<file path="src/rtl/mem_access_stage_pkg.sv">
// -----------------------------------------------------------------------------
// mem_access_stage_pkg
// Shared definitions for the MEM-stage data-memory access unit:
//   - size_e      : memSize encodings (code 2'b11 decodes to a word access)
//   - state_e     : access FSM states
//   - BE_*        : byte-enable patterns for the little-endian data port
//   - decode_size : maps the raw 2-bit memSize field onto size_e
//   - is_misaligned : alignment-fault predicate for a size/address pair
// -----------------------------------------------------------------------------
package mem_access_stage_pkg;

    typedef enum logic [1:0] {
        SIZE_BYTE = 2'b00,
        SIZE_HALF = 2'b01,
        SIZE_WORD = 2'b10
    } size_e;

    typedef enum logic {
        ST_IDLE   = 1'b0,
        ST_ACCESS = 1'b1
    } state_e;

    localparam logic [3:0] BE_BYTE0   = 4'b0001;
    localparam logic [3:0] BE_HALF_LO = 4'b0011;
    localparam logic [3:0] BE_HALF_HI = 4'b1100;
    localparam logic [3:0] BE_WORD    = 4'b1111;

    function automatic size_e decode_size(input logic [1:0] code);
        case (code)
            2'b00:   return SIZE_BYTE;
            2'b01:   return SIZE_HALF;
            default: return SIZE_WORD;
        endcase
    endfunction

    function automatic logic is_misaligned(input size_e size, input logic [1:0] lane);
        case (size)
            SIZE_HALF: return lane[0];
            SIZE_WORD: return (lane != 2'b00);
            default:   return 1'b0;
        endcase
    endfunction

endpackage

</file>
<file path="src/rtl/mem_lane_align.sv">
// -----------------------------------------------------------------------------
// mem_lane_align
// Purely combinational lane steering for the data-memory port.
// Store side: replicates store data across the lanes and produces the byte
// enables for the addressed byte/half/word. Load side: picks the addressed
// byte/half out of the read word and sign- or zero-extends it.
// Ports:
//   i_size        access size
//   i_lane        address bits [1:0]
//   i_unsigned    zero-extend loads when 1
//   i_store_data  raw store data (rt)
//   i_load_data   raw read word from memory
//   o_be          byte enables, little-endian
//   o_wdata       lane-replicated store data
//   o_load_data   formatted, extended load result
// -----------------------------------------------------------------------------
module mem_lane_align
    import mem_access_stage_pkg::*;
(
    input  size_e       i_size,
    input  logic [1:0]  i_lane,
    input  logic        i_unsigned,
    input  logic [31:0] i_store_data,
    input  logic [31:0] i_load_data,
    output logic [3:0]  o_be,
    output logic [31:0] o_wdata,
    output logic [31:0] o_load_data
);

    logic [7:0]  w_byte;
    logic [15:0] w_half;

    // NOTE: every output of a combinational block gets a default first, so no
    // path through the case can leave a value unassigned and infer a latch.
    always_comb begin
        w_byte      = i_load_data[8*i_lane +: 8];
        w_half      = i_load_data[16*i_lane[1] +: 16];
        o_be        = BE_WORD;
        o_wdata     = i_store_data;
        o_load_data = i_load_data;
        case (i_size)
            SIZE_BYTE: begin
                o_be        = BE_BYTE0 << i_lane;
                o_wdata     = {4{i_store_data[7:0]}};
                o_load_data = i_unsigned ? {24'h0, w_byte} : {{24{w_byte[7]}}, w_byte};
            end
            SIZE_HALF: begin
                o_be        = i_lane[1] ? BE_HALF_HI : BE_HALF_LO;
                o_wdata     = {2{i_store_data[15:0]}};
                o_load_data = i_unsigned ? {16'h0, w_half} : {{16{w_half[15]}}, w_half};
            end
            default: begin
                o_be        = BE_WORD;
                o_wdata     = i_store_data;
                o_load_data = i_load_data;
            end
        endcase
    end

endmodule

</file>
<file path="src/rtl/mem_access_stage.sv">
// -----------------------------------------------------------------------------
// mem_access_stage
// MEM-stage data-memory access unit. Uses the EX result as effective address
// for loads/stores (or passes it through for ALU ops), runs one outstanding
// request/ack transaction on the data port, stalls upstream while it waits,
// and hands a registered, extended result to write-back.
//
// Optional feature: define MEM_TIMEOUT_EN to add an ACCESS watchdog
// (parameter TIMEOUT_CYCLES) that aborts a transaction and pulses busError.
// Without it, ACCESS waits indefinitely and busError is tied low.
//
// Ports:
//   clk, rst_n         clock, synchronous active-low reset
//   validIn            instruction present from EX/MEM latch
//   aluResult          effective address / ALU result
//   storeData          store data (rt)
//   memRead/memWrite   load / store (both set = store)
//   memSize            00 byte, 01 half, 1x word
//   loadUnsigned       zero-extend byte/half loads
//   rdIn, regWriteIn   destination register and its write enable
//   stall              hold upstream (instruction consumed when validIn & !stall)
//   dmemReq/We/Addr/Be/Wdata  data-memory request, held until dmemAck
//   dmemRdata, dmemAck read data and single-cycle completion
//   wbValid/Data/Rd/RegWrite  registered write-back result (one pulse each)
//   misaligned         one-cycle alignment-fault pulse
//   busError           one-cycle timeout-abort pulse
// -----------------------------------------------------------------------------
module mem_access_stage
    import mem_access_stage_pkg::*;
#(
    parameter int unsigned TIMEOUT_CYCLES = 16
)
(
    input  logic        clk,
    input  logic        rst_n,
    input  logic        validIn,
    input  logic [31:0] aluResult,
    input  logic [31:0] storeData,
    input  logic        memRead,
    input  logic        memWrite,
    input  logic [1:0]  memSize,
    input  logic        loadUnsigned,
    input  logic [4:0]  rdIn,
    input  logic        regWriteIn,
    output logic        stall,
    output logic        dmemReq,
    output logic        dmemWe,
    output logic [31:0] dmemAddr,
    output logic [3:0]  dmemBe,
    output logic [31:0] dmemWdata,
    input  logic [31:0] dmemRdata,
    input  logic        dmemAck,
    output logic        wbValid,
    output logic [31:0] wbData,
    output logic [4:0]  wbRd,
    output logic        wbRegWrite,
    output logic        misaligned,
    output logic        busError
);

    state_e      r_state;
    state_e      w_next_state;

    logic        r_dmem_req;
    logic        r_dmem_we;
    logic [31:0] r_dmem_addr;
    logic [3:0]  r_dmem_be;
    logic [31:0] r_dmem_wdata;
    size_e       r_size;
    logic [1:0]  r_lane;
    logic        r_unsigned;
    logic [4:0]  r_rd;
    logic        r_regwrite;

    logic        r_wb_valid;
    logic [31:0] r_wb_data;
    logic [4:0]  r_wb_rd;
    logic        r_wb_regwrite;
    logic        r_misaligned;

    logic        w_mem_op;
    size_e       w_size_in;
    logic        w_misaligned;
    logic        w_timeout;
    logic        w_stall;
    logic        w_start;
    logic        w_pass;
    logic        w_finish;

    size_e       w_align_size;
    logic [1:0]  w_align_lane;
    logic        w_align_unsigned;
    logic [3:0]  w_be;
    logic [31:0] w_wdata;
    logic [31:0] w_load_data;

    assign w_mem_op     = memRead | memWrite;
    assign w_size_in    = decode_size(memSize);
    assign w_misaligned = is_misaligned(w_size_in, aluResult[1:0]);

    // One aligner serves both directions: in IDLE it shapes the incoming store,
    // in ACCESS it formats the returning load from the captured size/lane.
    assign w_align_size     = (r_state == ST_ACCESS) ? r_size     : w_size_in;
    assign w_align_lane     = (r_state == ST_ACCESS) ? r_lane     : aluResult[1:0];
    assign w_align_unsigned = (r_state == ST_ACCESS) ? r_unsigned : loadUnsigned;

    mem_lane_align u_lane_align (
        .i_size       (w_align_size),
        .i_lane       (w_align_lane),
        .i_unsigned   (w_align_unsigned),
        .i_store_data (storeData),
        .i_load_data  (dmemRdata),
        .o_be         (w_be),
        .o_wdata      (w_wdata),
        .o_load_data  (w_load_data)
    );

`ifdef MEM_TIMEOUT_EN
    localparam logic [7:0] TIMEOUT_LAST = 8'(TIMEOUT_CYCLES - 1);

    logic [7:0] r_timer;
    logic       r_bus_error;

    // r_timer is 0 on the first ACCESS cycle, so the abort fires in the
    // TIMEOUT_CYCLES-th ACCESS cycle and takes effect at the following edge.
    assign w_timeout = (r_state == ST_ACCESS) && !dmemAck && (r_timer == TIMEOUT_LAST);

    always_ff @(posedge clk) begin
        if (!rst_n) begin
            r_timer     <= '0;
            r_bus_error <= 1'b0;
        end else begin
            r_bus_error <= w_finish && w_timeout;
            if (w_start) begin
                r_timer <= '0;
            end else if (r_state == ST_ACCESS) begin
                r_timer <= r_timer + 8'd1;
            end
        end
    end

    assign busError = r_bus_error;
`else
    assign w_timeout = 1'b0;
    assign busError  = 1'b0;
`endif

    // NOTE: sequential state uses non-blocking assignments so every register
    // samples pre-edge values, independent of block ordering.
    always_ff @(posedge clk) begin
        if (!rst_n) begin
            r_state <= ST_IDLE;
        end else begin
            r_state <= w_next_state;
        end
    end

    // Stall is released on the completing ACCESS cycle (ack or abort) so the
    // upstream latch advances exactly once per instruction.
    always_comb begin
        w_next_state = r_state;
        w_stall      = 1'b0;
        w_start      = 1'b0;
        w_pass       = 1'b0;
        w_finish     = 1'b0;
        case (r_state)
            ST_IDLE: begin
                if (validIn) begin
                    if (w_mem_op && !w_misaligned) begin
                        w_stall      = 1'b1;
                        w_start      = 1'b1;
                        w_next_state = ST_ACCESS;
                    end else begin
                        w_pass = 1'b1;
                    end
                end
            end
            ST_ACCESS: begin
                if (dmemAck || w_timeout) begin
                    w_finish     = 1'b1;
                    w_next_state = ST_IDLE;
                end else begin
                    w_stall = 1'b1;
                end
            end
            default: w_next_state = ST_IDLE;
        endcase
    end

    // NOTE: captured fields are reset too, so an access aborted by reset
    // leaves nothing stale on the memory port or the write-back bus.
    always_ff @(posedge clk) begin
        if (!rst_n) begin
            r_dmem_req    <= 1'b0;
            r_dmem_we     <= 1'b0;
            r_dmem_addr   <= '0;
            r_dmem_be     <= '0;
            r_dmem_wdata  <= '0;
            r_size        <= SIZE_BYTE;
            r_lane        <= '0;
            r_unsigned    <= 1'b0;
            r_rd          <= '0;
            r_regwrite    <= 1'b0;
            r_wb_valid    <= 1'b0;
            r_wb_data     <= '0;
            r_wb_rd       <= '0;
            r_wb_regwrite <= 1'b0;
            r_misaligned  <= 1'b0;
        end else begin
            r_wb_valid    <= 1'b0;
            r_wb_regwrite <= 1'b0;
            r_misaligned  <= 1'b0;

            // Non-memory op, or a memory op rejected for alignment.
            if (w_pass) begin
                r_wb_valid    <= 1'b1;
                r_wb_data     <= aluResult;
                r_wb_rd       <= rdIn;
                r_wb_regwrite <= regWriteIn && !w_mem_op;
                r_misaligned  <= w_mem_op;
            end

            if (w_start) begin
                r_dmem_req   <= 1'b1;
                r_dmem_we    <= memWrite;
                r_dmem_addr  <= {aluResult[31:2], 2'b00};
                r_dmem_be    <= w_be;
                r_dmem_wdata <= w_wdata;
                r_size       <= w_size_in;
                r_lane       <= aluResult[1:0];
                r_unsigned   <= loadUnsigned;
                r_rd         <= rdIn;
                // memRead together with memWrite behaves as a store.
                r_regwrite   <= regWriteIn && !memWrite;
            end

            if (w_finish) begin
                r_dmem_req    <= 1'b0;
                r_wb_valid    <= 1'b1;
                r_wb_data     <= w_load_data;
                r_wb_rd       <= r_rd;
                r_wb_regwrite <= r_regwrite && !w_timeout;
            end
        end
    end

    assign stall      = w_stall;
    assign dmemReq    = r_dmem_req;
    assign dmemWe     = r_dmem_we;
    assign dmemAddr   = r_dmem_addr;
    assign dmemBe     = r_dmem_be;
    assign dmemWdata  = r_dmem_wdata;
    assign wbValid    = r_wb_valid;
    assign wbData     = r_wb_data;
    assign wbRd       = r_wb_rd;
    assign wbRegWrite = r_wb_regwrite;
    assign misaligned = r_misaligned;

endmodule

</file>
<file path="config.mk">
export PLATFORM = sky130hd
export DESIGN_NAME = mem_access_stage
export DESIGN_NICKNAME = d
export VERILOG_FILES = /design/src/rtl/mem_access_stage_pkg.sv /design/src/rtl/mem_lane_align.sv /design/src/rtl/mem_access_stage.sv
export SDC_FILE = /design/constraint.sdc
export NUM_CORES = 1
export LEC_CHECK = 0
export ABC_AREA = 1
export ABC_CLOCK_PERIOD_IN_PS = 1600
export CORE_UTILIZATION = 44
export DETAILED_ROUTE_END_ITERATION = 7
export GPL_ROUTABILITY_DRIVEN = 0
export MAX_ROUTING_LAYER = met4
export PLACE_DENSITY = 0.81
export SLEW_MARGIN = 15
export SYNTH_ARGS = -nofsm -noshare
export SYNTH_HDL_FRONTEND = slang
export SYNTH_SLANG_ARGS = --single-unit
export TNS_END_PERCENT = 5
</file>
<file path="constraint.sdc">
create_clock -name clk -period 1.6 [get_ports clk]
set_input_delay 0.24 -clock clk [delete_from_list [all_inputs] [get_ports clk]]
set_output_delay 0.24 -clock clk [all_outputs]
set_load 0.005 [all_outputs]
</file>
-- Word level (Yosys, flattened, before mapping)
Index checks and enable logic that the tools add are counted.
W data, S select, Z words.
- register bits after elaboration: 120
- bits in latches: 0
- bits in writable memories: 0
- bits in read-only memories: 0
- input bits: 111
- word-level logic and storage cells: 67
- memories kept: 0
- add/sub/neg operators: 0
- multipliers: 0
- div/mod/pow operators: 0
- $lt $le $gt $ge: 0
- eq/ne operators: 4
- shift-type cells: 3
- mux-type cells: 29
- bitwise operators: 3
- reductions and logical operators: 12
- operators with widths (operator ; count):
    $mux W32 ; 4
    $pmux W32 S2 ; 2
    $shiftx A32 B6 Y16 ; 1
    $shiftx A32 B6 Y8 ; 1
    $mux W1 ; 14
    $mux W5 ; 2
    $pmux W4 S2 ; 1
    $eq A2 B1 Y1 const B ; 3
    $logic_not A2 Y1 ; 2
    $mux W2 ; 2
    $mux W4 ; 1
    $pmux W1 S2 ; 2
    $pmux W2 S2 ; 1
    $reduce_bool A2 Y1 ; 2
    $shl A1 B2 Y4 const A ; 1
    $logic_and A1 B1 Y1 ; 3
    $logic_not A1 Y1 ; 3
    $eq A2 B2 Y1 const B ; 1
    $not A1 Y1 ; 2
    $reduce_and A2 Y1 ; 1
    $reduce_or A2 Y1 ; 1
    $or A1 B1 Y1 ; 1

-- Longest topological paths before layout
- depth after elaboration: 11
- depth in mapped cells: 11
- mapped depth without buffers: 10

-- By module
Synthesis repeated with hierarchy kept, for this count alone.
- cell total of the unflattened synthesis: 894
- area total of the unflattened synthesis: 6097.1 µm²
- by module, submodules not included (module ; instances ; cells each ; area an instance (µm²) ; sequential area each (µm²)):
    mem_access_stage ; 1 ; 662 ; 4971.0 ; 2402.3
    mem_lane_align ; 1 ; 232 ; 1126.1 ; 0.0

-- Worst setup path after synthesis
No wires, ideal clock.
- path type: register -> register
- start: register r_state
- end: register r_wb_data[14] (netlist: wbData[14])
- arrival time: 1.376 ns
- data required time: 1.488 ns
- path slack: 0.112 ns
- cell stages (with the launch flop): 12
- path buffers: 2
- clock period less this slack: 1.488 ns
- cells stage by stage: dfxtp_1 -> buf_6 -> nand2_1 -> nand2_2 -> nand2_1 -> nand2_1 -> nand2_1 -> nand4_2 -> buf_4 -> nand3_1 -> nand2_1 -> nand2_1
- longest elaborated chain between the ends: 5
- RTL lines (what ; line ; source):
    start: declaration ; mem_access_stage.sv:61 ; state_e r_state;
    start signal: assignment ; mem_access_stage.sv:154 ; r_state <= w_next_state;
    $mux W2 ; mem_access_stage.sv:104 ; assign w_align_lane = (r_state == ST_ACCESS) ? r_lane : aluResult[1:0];
    $shiftx A32 B6 Y16 / $shiftx A32 B6 Y8 (equally long branches) ; mem_lane_align.sv:37, mem_lane_align.sv:36 ;
    $mux W32 (on tied branches) ; mem_lane_align.sv:50, mem_lane_align.sv:45 ;
    $pmux W32 S2 ; mem_lane_align.sv:41 ; case (i_size)
    $mux W32 ; mem_access_stage.sv:237 ; if (w_finish) begin
    end signal: assignment ; mem_access_stage.sv:217 ; r_wb_data <= aluResult;
    end signal: assignment ; mem_access_stage.sv:240 ; r_wb_data <= w_load_data;
    end: declaration ; mem_access_stage.sv:76 ; logic [31:0] r_wb_data;
Several ways; a longest one is shown, not always the timed one.
A chain may end at the register's enable or synchronous reset.

-- Worst setup path in the final report
Same ends and word-level chain as after synthesis.

==> out/metrics.csv <==
metric,value,unit
antenna_found_initial,0,
power,9.143,mW
dp.cells,1244,
grt_use_total,32.39,%
grt_max_degree,37,
antenna_cells,0,
synth_mux_area_share,0,%
nNetsFinal,1215,
drt-total-wl,20620,µm
synth_cells,836,
internal_power,6.728,mW
synth-edff-count,0,
synth_top_family_by_area,simple AND/OR/NAND/NOR gates,
fmax,582.4,MHz
first_iter_violations,593,
critPathMaxStageDelay,0.36,ns
synth_compound_area_share,18.52,%
crit_required,1.97,ns
cts_sinks,120,
status,finished with violations,
syn_area_per_cell,6.708,µm²
hp-class,in -> reg,
drc_errors,0,
core_area,12210,µm²
cts_root_buf,clkbuf_16,
fin_skew,0.005790,ns
htree_num_levels,4,
firstDrtPassIters,5,
fp.dieH,114.9,µm
synth_xor_area_share,0,%
power_density,979.2,nW/µm²
synth-seq-cells,120,
wl_per_cell,16.05,µm
maxSlewViolCount,0,
cp_max_fo,8,
layout_setup_ws,-0.1169,ns
violations,negative setup slack,
crit_path_start_kind,flip-flop,
leakagePower,3.896,nW
seqPwrFrac,36.0,%
seq_area_frac_synth,42.84,%
grt_pass1_vias,6267,
netlist_area,5608,µm²
die_w,114.9,µm
cp-end-kind,flip-flop,
ios,223,
fin_crit_sh,107.3,%
ys_warn_count,0,
grt_pass1_wl,31800,µm
switchingPower,2.415,mW
area_delta_synth_final,66.51,%
setup_violations,32,
combPwrFrac,21.3,%
gr-total-overflow,0,
cp_common_cell,nand2_1,
die-area,13200,µm²
synth_fa_ha_area_share,0,%
clkPwrFrac,42.7,%
yosys_most_used_dff,dfxtp_1,
fin_cells,1285,
port_buffers,219,
synth_simple_gate_area_share,31.17,%
vdd_drop_max,0.001020,V
avgViaCountPerCell,5.238,
post-route-util,76.47,%
path_class,reg -> reg,
vias,6731,
dpl.hpwl,14840,µm
rsz0062_at_grt,yes,
pre_cts_ws,-0.4185,ns
ys_types,30,
path_clk_slew,0.06,ns
arrival,2.09,ns
path_cells,buf_6 -> buf_4 -> o21ai_4 -> nand2_4 -> nor2_4 -> buf_6 -> nand2_1 -> nand3_1 -> nand2_1 -> nand2_1,
swShare,26.41,%
crit_slowest_cell,dfxtp_4,
maxCapViolCount,0,
numCtsBuffers,17,
layout_min_cycle_time,1.717,ns
rows,40,
initial_core_util,45.92,%
setup_tns,-2.093,ns
drtAntennaViolNets,0,
cts_buffer_depth,2,
cts_tree,built,
drive_gt1_share,15.58,%
synthArstFlopShare,0,%
hold_violations,0,
clk_latency,0.43,ns
cell usage in the layout (no fill, tap or decap), types with 3 or more instances in the layout:
cell / Yosys / routed
nand3_1: 46 / 37
clkinvlp_4: 0 / 4
a21oi_1: 104 / 99
buf_12: 0 / 10
clkdlybuf4s50_1: 0 / 217
nand2_1: 284 / 269
nand2_2: 6 / 17
bufinv_16: 0 / 3
o21ai_1: 5 / 4
clkinv_2: 0 / 4
nor2_1: 73 / 70
nand2_4: 1 / 5
buf_4: 7 / 61
clkbuf_16: 0 / 17
conb_1: 1 / 3
nand3_2: 0 / 9
o21ai_0: 52 / 48
or2_0: 4 / 4
nor2_2: 1 / 4
o21ai_2: 3 / 5
inv_1: 36 / 34
o21ai_4: 0 / 3
dfxtp_1: 120 / 119
inv_2: 4 / 4
a21oi_2: 0 / 5
a31oi_1: 21 / 21
buf_6: 2 / 8
o211ai_1: 9 / 9
nand4_1: 3 / 3
layout make-up:
type	instances	area [µm²]
well taps	168	210.2
multi-input cells	625	2997
clock buffers	20	456.7
flip-flops and latches	120	2406
repair buffers	300	2964
fillers	916	2874
clock inverters	12	148.9
inverters	40	155.1
sequential cells by signal (all words and copies together), names as in the netlist:
signal	cells
wbRegWrite	1
r_unsigned	1
r_rd	5
dmemAddr	30
misaligned	1
wbData	32
dmemReq	1
dmemBe	4
wbValid	1
r_size	2
dmemWdata	32
r_lane	2
r_regwrite	1
wbRd	5
r_state	1
dmemWe	1
cell usage after synthesis, types with 2 or more instances:
cell	instances	share of area, %
nand2_1	284	19
nand4_1	3	0.33
o21ai_2	3	0.47
a21oi_1	104	9.3
a31oi_1	21	2.3
inv_1	36	2.4
nor2_4	2	0.40
dfxtp_1	120	43
buf_4	7	0.94
or2_0	4	0.45
nand2_2	6	0.67
buf_6	2	0.40
nor2_1	73	4.9
o211ai_1	9	1.2
o21ai_0	52	4.6
buf_2	17	1.5
o21ai_1	5	0.45
inv_2	4	0.27
nand3_1	46	4.1
buf_1	3	0.20
and2_1	2	0.22
clkbuf_1	25	1.7
stage by stage:
| step | hold slack, ns | cell area [µm²] |
|---|---|---|
| floorplan | 0.3827 | 5615 |
| global placement | 0.4368 | 8431 |
| detailed placement | 0.4422 | 8431 |
| CTS | 0.3702 | 9246 |
| global route | 0.3924 | 9338 |
| finish | 0.3800 | 9338 |
worst max-delay path: cells and delay by family, from the launching register on:
family | cells | cell delay, ns
compound gates | 1 | 0.21
buf+inv | 3 | 0.45
flops | 1 | 0.36
simple gates | 6 | 0.66
logic make-up (layout without fill, tap and decap cells):
| group | Yosys count | in the layout |
|---|---|---|
| buffers and inverters | 94 | 372 |
| AND/OR/NAND/NOR | 426 | 427 |
| AO/OA/AOI/OAI | 195 | 195 |
| flip-flops | 120 | 120 |
| other | 1 | 3 |
metal layers:
layer | wire length, µm | global-route usage [%] | vias up
met3 | 1628 | 8.487 | 48
met4 | 611 | 11.69 | 0
met5 | 0 | - | -
li1 | - | - | 3265
met2 | 9610 | 50.68 | 353
met1 | 8768 | 40.17 | 3065
repair_timing:
action,4_1_cts,5_1_grt
pin swaps,12,12
resized for setup,40,30
buffers inserted,6,0
hold buffers,0,0
setup endpoints to repair,28,63
cloned,3,0
power by group through the flow:
stage | registers [mW] | logic [mW] | clock network (mW)
6_report | 3.29 | 1.95 | 3.90
5_1_grt | 3.31 | 2.09 | 4.10
4_1_cts | 3.29 | 1.89 | 3.93
3_5_place_dp | 3.35 | 1.79 | 0
3_3_place_gp | 3.35 | 1.77 | 0
2_1_floorplan | 3.36 | 0.701 | 0
final timing paths:
path | slack (ns) | end | cells after the start | from
setup / recovery | -0.12 | wbData[14]$_SDFFE_PN0P_ | 10 | r_state$_SDFF_PN0_
hold / removal | 0.38 | dmemWdata[20]$_SDFFE_PN0P_ | 3 | storeData[20]
setup reg to reg | -0.12 | wbData[14]$_SDFFE_PN0P_ | 10 | r_state$_SDFF_PN0_
hold reg to reg | 0.45 | wbData[31]$_SDFFE_PN0P_ | 2 | wbData[31]$_SDFFE_PN0P_
(Power assumes the default switching activity.)
